## src/rtl/chan_pkg.sv

```systemverilog
// Shared constants, FSM state type and round-robin helper for the channel link.
package chan_pkg;

    localparam int N_CH  = 4;
    localparam int SEL_W = 2;

    typedef enum logic {
        IDLE = 1'b0,
        SEND = 1'b1
    } state_e;

    // Next round-robin start point; N_CH is a power of two so the add wraps.
    function automatic logic [SEL_W-1:0] rr_next(input logic [SEL_W-1:0] ptr);
        return ptr + SEL_W'(1);
    endfunction

endpackage

```

## src/rtl/rr_pick.sv

```systemverilog
// Combinational round-robin picker: first requester at or after ptr, cyclically.
module rr_pick
    import chan_pkg::*;
(
    input  logic [N_CH-1:0]  req,
    input  logic [SEL_W-1:0] ptr,
    output logic [SEL_W-1:0] gnt_idx,
    output logic             any
);

    logic [SEL_W-1:0] idx;

    // Scan from the farthest offset down so the nearest requester wins last.
    always_comb begin
        gnt_idx = '0;
        any     = 1'b0;
        idx     = '0;
        for (int k = N_CH - 1; k >= 0; k--) begin
            idx = ptr + SEL_W'(k);
            if (req[idx]) begin
                gnt_idx = idx;
                any     = 1'b1;
            end
        end
    end

endmodule

```

## src/rtl/chan_tx_arbiter.sv

```systemverilog
// Four one-entry channel buffers arbitrated round-robin onto a tagged
// sel/data output with a valid/ready handshake and a transfer counter.
module chan_tx_arbiter
    import chan_pkg::*;
#(
    parameter int DW    = 4,
    parameter int CNT_W = 8
) (
    input  logic                 clk,
    input  logic                 rst,
    input  logic [N_CH-1:0]      in_valid,
    input  logic [N_CH*DW-1:0]   in_data,
    output logic [N_CH-1:0]      in_ready,
    output logic                 out_valid,
    input  logic                 out_ready,
    output logic [SEL_W-1:0]     sel,
    output logic [DW-1:0]        data,
    output logic [CNT_W-1:0]     sent_cnt
);

    state_e                   state_q, state_d;
    logic [N_CH-1:0]          pend_q, pend_d;
    logic [N_CH-1:0][DW-1:0]  buf_q, buf_d;
    logic [SEL_W-1:0]         rr_ptr_q, rr_ptr_d;
    logic [SEL_W-1:0]         sel_q, sel_d;
    logic [DW-1:0]            data_q, data_d;
    logic [CNT_W-1:0]         cnt_q, cnt_d;

    logic [N_CH-1:0]          cap;
    logic [SEL_W-1:0]         gnt;
    logic                     any;
    logic                     load;

    // Buffer is free when empty; nothing is accepted while reset is held.
    assign in_ready  = ~pend_q & {N_CH{~rst}};
    assign cap       = in_valid & in_ready;

    assign out_valid = (state_q == SEND);
    assign sel       = sel_q;
    assign data      = data_q;
    assign sent_cnt  = cnt_q;

    // Picker sees registered pend only: same-cycle captures wait a cycle.
    rr_pick u_pick (
        .req     (pend_q),
        .ptr     (rr_ptr_q),
        .gnt_idx (gnt),
        .any     (any)
    );

    // Next-state: handshake completion, grant loading and buffer captures.
    always_comb begin
        state_d  = state_q;
        pend_d   = pend_q;
        buf_d    = buf_q;
        rr_ptr_d = rr_ptr_q;
        sel_d    = sel_q;
        data_d   = data_q;
        cnt_d    = cnt_q;
        load     = 1'b0;

        case (state_q)
            IDLE: load = any;
            SEND: begin
                if (out_ready) begin
                    cnt_d = cnt_q + CNT_W'(1);
                    load  = any;
                    if (!any) state_d = IDLE;
                end
            end
            default: state_d = IDLE;
        endcase

        // A grant needs pend set, which blocks a capture on the same channel.
        if (load) begin
            sel_d        = gnt;
            data_d       = buf_q[gnt];
            pend_d[gnt]  = 1'b0;
            rr_ptr_d     = rr_next(gnt);
            state_d      = SEND;
        end

        for (int i = 0; i < N_CH; i++) begin
            if (cap[i]) begin
                pend_d[i] = 1'b1;
                buf_d[i]  = in_data[i*DW +: DW];
            end
        end
    end

    // State registers with synchronous reset discarding all held words.
    always_ff @(posedge clk) begin
        if (rst) begin
            state_q  <= IDLE;
            pend_q   <= '0;
            buf_q    <= '0;
            rr_ptr_q <= '0;
            sel_q    <= '0;
            data_q   <= '0;
            cnt_q    <= '0;
        end else begin
            state_q  <= state_d;
            pend_q   <= pend_d;
            buf_q    <= buf_d;
            rr_ptr_q <= rr_ptr_d;
            sel_q    <= sel_d;
            data_q   <= data_d;
            cnt_q    <= cnt_d;
        end
    end

endmodule

```

## config.mk

```make
export PLATFORM = sky130hd
export DESIGN_NAME = chan_tx_arbiter
export DESIGN_NICKNAME = d
export VERILOG_FILES = /design/src/rtl/chan_pkg.sv /design/src/rtl/rr_pick.sv /design/src/rtl/chan_tx_arbiter.sv
export SDC_FILE = /design/constraint.sdc
export NUM_CORES = 1
export LEC_CHECK = 0
export CAP_MARGIN = 20
export CELL_PAD_IN_SITES_DETAIL_PLACEMENT = 0
export CELL_PAD_IN_SITES_GLOBAL_PLACEMENT = 1
export CORE_MARGIN = 2
export CORE_UTILIZATION = 38
export CTS_BUF_LIST = sky130_fd_sc_hd__clkbuf_4
export DETAILED_ROUTE_END_ITERATION = 10
export PLACE_DENSITY_LB_ADDON = 0.15
export SYNTH_ARGS = -nofsm -noshare
export SYNTH_HDL_FRONTEND = slang
export SYNTH_SLANG_ARGS = --single-unit
```

## constraint.sdc

```tcl
create_clock -name clk -period 2.1 [get_ports clk]
set_input_delay 0.21 -clock clk [delete_from_list [all_inputs] [get_ports clk]]
set_output_delay 0.21 -clock clk [all_outputs]
set_load 0.1 [all_outputs]
```

-- Word-level counts from Yosys, hierarchy flattened
Cells that the tools add are included.
- $add $sub $neg: 5
- $mul: 0
- div/mod/pow operators: 0
- magnitude comparators: 6
- eq/ne operators: 0
- shifts and indexed selects: 0
- mux-type cells: 31
- bitwise gates (word level): 7
- reductions and logical operators: 6
- operators with widths (kind ; number):
    two-way mux 1 bit ; 18
    less-than comparator 2 x 3 -> 1 bit, second input constant ; 5
    AND 4 bit ; 3
    adder 8 x 1 -> 8 bit, second input constant ; 1
    binary-select mux 1 bit (select 2 bit) ; 4
    binary-select mux 4 bit (select 2 bit) ; 1
    two-way mux 2 bit ; 4
    two-way mux 4 bit ; 2
    inverter 4 bit ; 2
    nonzero test 2 bit ; 4
    adder 2 x 1 -> 2 bit, second input constant ; 2
    adder 2 bit, second input constant ; 2
    demux 1 bit (select 2 bit) ; 1
    greater-or-equal comparator 2 x 1 -> 1 bit, second input constant ; 1
    inverter 1 bit ; 2
    case mux 1 bit (2 select lines) ; 1
    AND reduction 2 bit ; 1
    logical AND 1 bit ; 1
- bits in registers: 37
- latch bits: 0
- bits in writable memories: 0
- ROM bits: 0
- input port bits: 23
- output and inout bits: 19
- word-level logic and storage cells: 68
- memories kept: 0

-- Logic depth before layout (Yosys ltp)
Gate-level depths: netlist of the first run.
- depth after elaboration: 15
- gate-level depth with buffers: 6
- mapped depth without buffers: 5

-- Modules after synthesis
From an unflattened synthesis of the first run, not the netlist that was laid out.
- cell total of the unflattened synthesis: 181
- area total of the unflattened synthesis: 1660.3 um^2
- by module, submodules not included (module ; instances ; cells an instance ; area an instance (um^2) ; seq. area each (um^2)):
    chan_tx_arbiter ; 1 ; 168 ; 1582.8 ; 740.7
    rr_pick ; 1 ; 13 ; 77.6 ; 0.0

-- Least setup slack after synthesis of the first run
Ideal clock, no wire load.
- kind: flip-flop to flip-flop
- start: reg state_q, in the netlist out_valid
- end: reg cnt_q[5], in the netlist sent_cnt[5]
- library setup time: 0.071 ns
- data arrival time: 2.117 ns
- data required time: 2.029 ns
- slack: -0.088 ns
- stages on the path, launching flop included: 6
- path buffers: 1
- period minus slack after synthesis: 2.188 ns
- cells stage by stage: dfxtp_1 -> and2_1 -> clkbuf_1 -> nand4_1 -> or3_1 -> a21oi_1
- word-level cells in the longest chain between the ends: 1
- RTL lines (item ; line ; text):
    start, declared ; chan_tx_arbiter.sv:21 ; state_e state_q, state_d;
    start signal, assigned ; chan_tx_arbiter.sv:102 ; state_q <= state_d;
    AND reduction 2 bit (no source line) ; n/a ;
    end signal, assigned ; chan_tx_arbiter.sv:108 ; cnt_q <= cnt_d;
    end, declared ; chan_tx_arbiter.sv:27 ; logic [CNT_W-1:0] cnt_q, cnt_d;
Every way passes these cells.
A chain may end at the register's enable or synchronous reset.

-- Final worst setup path of the first run
- start: reg pend_q[2]
- end: reg data_q[2], in the netlist data[2]
- word-level cells in the longest chain between the ends: 8
- elaborated cells on any way between the ends: 20
- classes of those cells: mux: 20
- RTL lines (item ; line ; text):
    start, declared ; chan_tx_arbiter.sv:22 ; logic [N_CH-1:0] pend_q, pend_d;
    start signal, assigned ; chan_tx_arbiter.sv:103 ; pend_q <= pend_d;
    binary-select mux 1 bit (select 2 bit) ; rr_pick.sv:20 ; if (req[idx]) begin
    two-way mux 1 bit (implied by the code) ; rr_pick.sv:20 ;
    two-way mux 2 bit or two-way mux 1 bit (tied branches) (4 in series) ; rr_pick.sv:20 ;
    binary-select mux 4 bit (select 2 bit) or two-way mux 1 bit (tied branches) ; chan_tx_arbiter.sv:77, chan_tx_arbiter.sv:65 ;
    two-way mux 4 bit (implied by the code) or case mux 1 bit (2 select lines) (tied branches) ; chan_tx_arbiter.sv:77, chan_tx_arbiter.sv:62 ;
    end signal, assigned ; chan_tx_arbiter.sv:107 ; data_q <= data_d;
    end, declared ; chan_tx_arbiter.sv:26 ; logic [DW-1:0] data_q, data_d;
Parallel ways exist; a longest one is shown, timed or not. The select of a mux whose other input is x is not followed.

==> impl_metrics.toml, run 1 <==
[global_routing]
grt_pass1_vias = 1329
grt_pass1_wl_um = 6200
grt_usage = 0.160
gr-total-overflow = 0
grt_start_max_net_pins = 29
antenna_found_initial = 0

[clocking]
cts.path.max_buffers = 2
cts_tree = "yes"
postCtsHoldBufs = 0
cts_root_buf = "clkbuf_4"
cts_setup_buffers = 0
cts_sinks = 37
post_cts_resized = 0
cts.clk_slew.worst_paths_ps = 110
numCtsBuffers = 5
clock_latency_ps = 340
cts-htree-levels = 2

[sta]
tns_ps = 0
final-setup-viol-count = 0
timing.final.max_slew_violations = 0
rsz0062_at_grt = "no"
holdWs_ps = 462
fmax_mhz = 528
layout_min_cycle_time_ps = 1890
finalHoldViolations = 0
finalWorstSetupSlack_ps = 206
period_share = 0.902
slew_headroom = 0.478
fin_skew_ps = 10.4
worstMarginPinSlew_ps = 781

[hold_path]
hp-class = "flip-flop to flip-flop"
min_path_cells = 2
hold_end = "sel[1]"
hold_path_startpoint = "sel[1]"

[placement]
dp_slack_ps = 252
placed_cell_area_um2 = 2080
dp_cells = 253
place.gp.congestion = 0.816
portBuffers = 41
hpwl_um = 2730

[floorplanning]
row_count = 23
core_um2 = 4090
dieArea_um2 = 4850
start_util = 0.401
pin_count = 42
die_x_um = 69.7
die-height_um = 69.7

[setup_path]
r2r-start = "pend_q[2]"
cp.required_ps = 2310
cp_slowest_cell = "o211ai_2"
crit_path_start_kind = "flip-flop"
reg2reg_depth = 5
path_class = "flip-flop to flip-flop"
arrival_ps = 2110
crit_path_end_kind = "flip-flop"
critPathMaxStageDelay_ps = 640
crit_chain = "nand2b_1, a21boi_1, o211ai_2, mux2i_1, o221ai_1"
cp_max_fo = 13
r2r_end = "data[2]"
rrSetupSlack_ps = 210

[finish]
num_antenna_cells = 0
final_cells = 260
fin_area_um2 = 2130
mostFrequentLayoutCell = "dfxtp_1"
synthToLayoutAreaGrowth_pct = 30.2
final_cell_mix = "36 x dfxtp_1, 32 x nor2_1, 25 x mux2i_1"
drive_above_1_share = 0.181
n_fill_cell = 378
final_util = 0.522
fin_nets = 234

[yosys]
synth_area_leaders = "dfxtp_1 45%, mux2i_1 15%, nor2_1 7.3%"
synthCells = 171
ys_warn_count = 0
synth_area_leader_cell = "dfxtp_1"
yosysSeqAreaShare = 0.452
synth_nets = 195
synth_area_per_cell_um2 = 9.59
synth_top_area_frac = 0.452
syn_area_um2 = 1640
ys_seq_elements = 37
synth_cell_type_count = 34

[power_and_ir_drop]
fin_total_pwr_mw = 2.05
powerDensity_nw_per_um2 = 963
intPower_mw = 1.22
clkPwrFrac = 0.173
p_switching_mw = 0.831
seqPwrFrac = 0.419
p_leak_nw = 0.888
p_sw_frac = 0.404
p_comb_frac = 0.408
max-vdd-ir-drop_v = 0.000538

[drt]
ant_nets = 0
drt_wl_total_um = 3670
first_pass_iters = 4
drc_errors = 0
drtIter0Drc = 86
via_count = 1327
viasPerCell = 5.10
post_drt_wl_per_cell_um = 14.1

[outcome]
outcome = "complete, no violations"

[flow_run]
drv_cap = 0
cell usage after synthesis, drive strengths merged:
cell / count
dfxtp: 37
nor2: 32
mux2i: 25
clkbuf: 10
a21oi: 7
nand2: 7
nor2b: 6
a211oi: 4
nand3b: 4
o21ai: 4
o221ai: 4
or3: 4
xor2: 4
nand4: 3
a311oi: 2
buf: 2
inv: 2
xnor2: 2
a21boi: 1
a21o: 1
and2: 1
and2b: 1
and3: 1
ha: 1
nand2b: 1
nor4: 1
o211ai: 1
o32a: 1
o32ai: 1
or2: 1
layer usage:
metal | part of all wire | vias up | global-route usage
li1 | - | 674 | -
met3 | 0.053 | 8 | 0.0422
met4 | 0.019 | 0 | 0.0705
met5 | 0 | - | 0
met2 | 0.45 | 34 | 0.249
met1 | 0.47 | 611 | 0.208
power groups by stage:
| stage | combinational, mW | clock [mW] | sequential (mW) |
|---|---|---|---|
| floorplan | 0.456 | 0 | 1.06 |
| global placement | 0.830 | 0 | 0.875 |
| detailed placement | 0.838 | 0 | 0.876 |
| CTS | 0.841 | 0.378 | 0.860 |
| global route | 0.892 | 0.406 | 0.875 |
| finish | 0.838 | 0.356 | 0.860 |
cells by family (layout without fill, tap and decap cells):
group | Yosys count | in the layout | synth area share
simple gates | 62 | 62 | 0.192
flops | 37 | 37 | 0.452
compound gates | 26 | 26 | 0.127
mux | 25 | 25 | 0.153
buf+inv | 14 | 53 | 0.0374
xor+xnor | 6 | 6 | 0.0321
fa+ha+maj | 1 | 1 | 0.00763
worst max path at each step:
stage	from	depth (start not counted)	end	slack, ps
floorplan	rst	3	in_ready[0]	70
global placement	pend_q[2]	5	data[3]	350
detailed placement	pend_q[2]	5	data[3]	250
CTS	pend_q[2]	5	data[2]	230
global route	pend_q[2]	5	data[2]	50
finish	pend_q[2]	5	data[2]	210
cell type report:
class,instances,area [um^2],share of cell area
Sequential cell,37,742,0.348
Tap cell,50,62.6,0.0293
Inverter,2,7.51,0.00352
Clock inverter,1,3.75,0.00176
Multi-Input combinational cell,120,837,0.392
Timing Repair Buffer,44,435,0.204
Clock buffer,6,45.0,0.0211
sequential cells by signal, indices dropped and copies added, names as in the netlist:
register,cells
out_valid,1
rr_ptr_q,2
pend_q,4
sel,2
buf_q,16
data,4
sent_cnt,8
critical path: cells and delay by family, from the launching register on:
kind | cells | cell delay, ps
simple gates | 1 | 110
flops | 1 | 430
mux | 1 | 280
compound gates | 3 | 940
Power figures use the tool's default switching activity.
==> run 2, diff against run 1 <==
--- a/config.mk
+++ b/config.mk
@@ -8,7 +8,7 @@
 export CAP_MARGIN = 20
 export CELL_PAD_IN_SITES_DETAIL_PLACEMENT = 0
 export CELL_PAD_IN_SITES_GLOBAL_PLACEMENT = 1
-export CORE_MARGIN = 2
+export CORE_MARGIN = 4
 export CORE_UTILIZATION = 38
 export CTS_BUF_LIST = sky130_fd_sc_hd__clkbuf_4
 export DETAILED_ROUTE_END_ITERATION = 10
==> run 2 against run 1 <==
  * Sequential cell count unchanged
  * Maximum frequency is 1.5% higher
  * Global-route usage shrank 1.5 points
  * Highest routed layer unchanged
  * Clock skew rose by 7.1 ps
  * Core utilization grew 0.18 points
  * Sequential share of layout area shrank 0.12 points
  * Cell count up 0.38%
  * Design area rose by 0.35%
  * Power decreased by 0.22%
==> impl_metrics.toml, run 2 (same netlist as run 1, synthesis figures left out) <==
[placement]
portBuffers = 41
hpwl_um = 2890
place.gp.congestion = 0.780
placed_cell_area_um2 = 2090

[clocking]
postCtsHoldBufs = 0
clock_latency_ps = 350
cts-htree-levels = 2
post_cts_resized = 0
numCtsBuffers = 5
cts.path.max_buffers = 2
cts_tree = "yes"
cts.clk_slew.worst_paths_ps = 120
cts_sinks = 37
cts_root_buf = "clkbuf_4"
cts_setup_buffers = 0

[global_routing]
gr-total-overflow = 0
grt_pass1_vias = 1355
grt_start_max_net_pins = 28
antenna_found_initial = 0
grt_usage = 0.144
grt_pass1_wl_um = 6030

[sta]
slew_headroom = 0.486
period_share = 0.889
fmax_mhz = 536
final-setup-viol-count = 0
finalHoldViolations = 0
tns_ps = 0
worstMarginPinSlew_ps = 769
timing.final.max_slew_violations = 0
layout_min_cycle_time_ps = 1870
rsz0062_at_grt = "no"
fin_skew_ps = 17.5

[finish]
seqCellArea_um2 = 742
largest_reg_flops = 16
final_util = 0.524
final_cell_mix = "36 x dfxtp_1, 32 x nor2_1, 25 x mux2i_1"
n_fill_cell = 390
num_antenna_cells = 0
fin_area_um2 = 2140
regMostFlops = "buf_q"
fin_nets = 235
multi_input_area_um2 = 837
mostFrequentLayoutCell = "dfxtp_1"
drive_above_1_share = 0.185
synthToLayoutAreaGrowth_pct = 30.6

[power_and_ir_drop]
max-vdd-ir-drop_v = 0.000526
intPower_mw = 1.21
p_leak_nw = 0.888
clkPwrFrac = 0.169
p_switching_mw = 0.835
seqPwrFrac = 0.416
powerDensity_nw_per_um2 = 957
p_comb_frac = 0.415
p_sw_frac = 0.407

[drt]
ant_nets = 0
first_pass_iters = 4
drt_wl_total_um = 3730
drtIter0Drc = 36
post_drt_wl_per_cell_um = 14.3
via_count = 1346
viasPerCell = 5.16
drc_errors = 0

[floorplanning]
die-height_um = 73.7
start_util = 0.401
pin_count = 42
dieArea_um2 = 5430
row_count = 23
die_x_um = 73.7
core_um2 = 4090

[setup_path]
critPathMaxStageDelay_ps = 620
cp_max_fo = 13
cp_slowest_cell = "o211ai_2"
arrival_ps = 2080
path_class = "flip-flop to flip-flop"
crit_path_end_kind = "flip-flop"
crit_chain = "nand2b_1, a21boi_1, o211ai_2, mux2i_1, o221ai_1"
cp.required_ps = 2310
crit_path_start_kind = "flip-flop"

[outcome]
outcome = "complete, no violations"

[flow_run]
drv_cap = 0

[hold_path]
hp-class = "primary input to flip-flop"
==> run 2: final timing paths <==
path | from | endpoint | slack [ps] | depth (start not counted)
worst min-delay path | in_valid[1] | pend_q[1] | 470 | 3
worst max-delay path | pend_q[2] | data[2] | 230 | 5
worst min register to register | sel[1] | sel[1] | 480 | 2
worst max register to register | pend_q[2] | data[2] | 230 | 5
==> run 2: stage by stage <==
stage | worst slack [ps] | std cells | power [mW] | hold WS, ps
finish | 234 | 261 | 2.05 | 473
global route | 96.1 | 261 | 2.16 | 479
CTS | 217 | 261 | 2.07 | 470
detailed placement | 250 | 254 | 1.72 | 463
global placement | 359 | 254 | 1.71 | 461
floorplan | 74.4 | 171 | 1.51 | 357
==> run 2: area by class of cell <==
class	instances	area share
Tap cell	50	0.0292
Timing Repair Buffer	45	0.207
Multi-Input combinational cell	120	0.391
Sequential cell	37	0.347
Clock buffer	5	0.0175
Clock inverter	2	0.00526
Inverter	2	0.00351
==> run 2: power by group through the flow <==
| stage | sequential (mW) | combinational [mW] | clock, mW |
|---|---|---|---|
| final | 0.852 | 0.851 | 0.346 |
| after global routing | 0.864 | 0.907 | 0.392 |
| after CTS | 0.852 | 0.857 | 0.359 |
| after detailed placement | 0.869 | 0.853 | 0 |
| after global placement | 0.869 | 0.844 | 0 |
| after floorplan | 1.06 | 0.456 | 0 |
==> run 2: critical path: cells and delay by family (launching register included) <==
kind | cells | cell delay, ps
AND/OR/NAND/NOR | 1 | 110
flip-flops | 1 | 430
AO/OA/AOI/OAI | 3 | 910
multiplexers | 1 | 280
==> run 2: metal layers <==
metal / GRT usage / vias up / routed length, um
li1: - / 674 / -
met1: 0.177 / 634 / 1660
met2: 0.235 / 34 / 1790
met3: 0.0479 / 4 / 226
met4: 0.0503 / 0 / 55
met5: 0 / - / 0
==> run 3, diff against run 2 <==
--- a/config.mk
+++ b/config.mk
@@ -8,7 +8,7 @@
 export CAP_MARGIN = 20
 export CELL_PAD_IN_SITES_DETAIL_PLACEMENT = 0
 export CELL_PAD_IN_SITES_GLOBAL_PLACEMENT = 1
-export CORE_MARGIN = 4
+export CORE_MARGIN = 2
 export CORE_UTILIZATION = 38
 export CTS_BUF_LIST = sky130_fd_sc_hd__clkbuf_4
 export DETAILED_ROUTE_END_ITERATION = 10
==> results of run 3 <==
The final DEF is identical to that of run 1; final timing and power are the same.
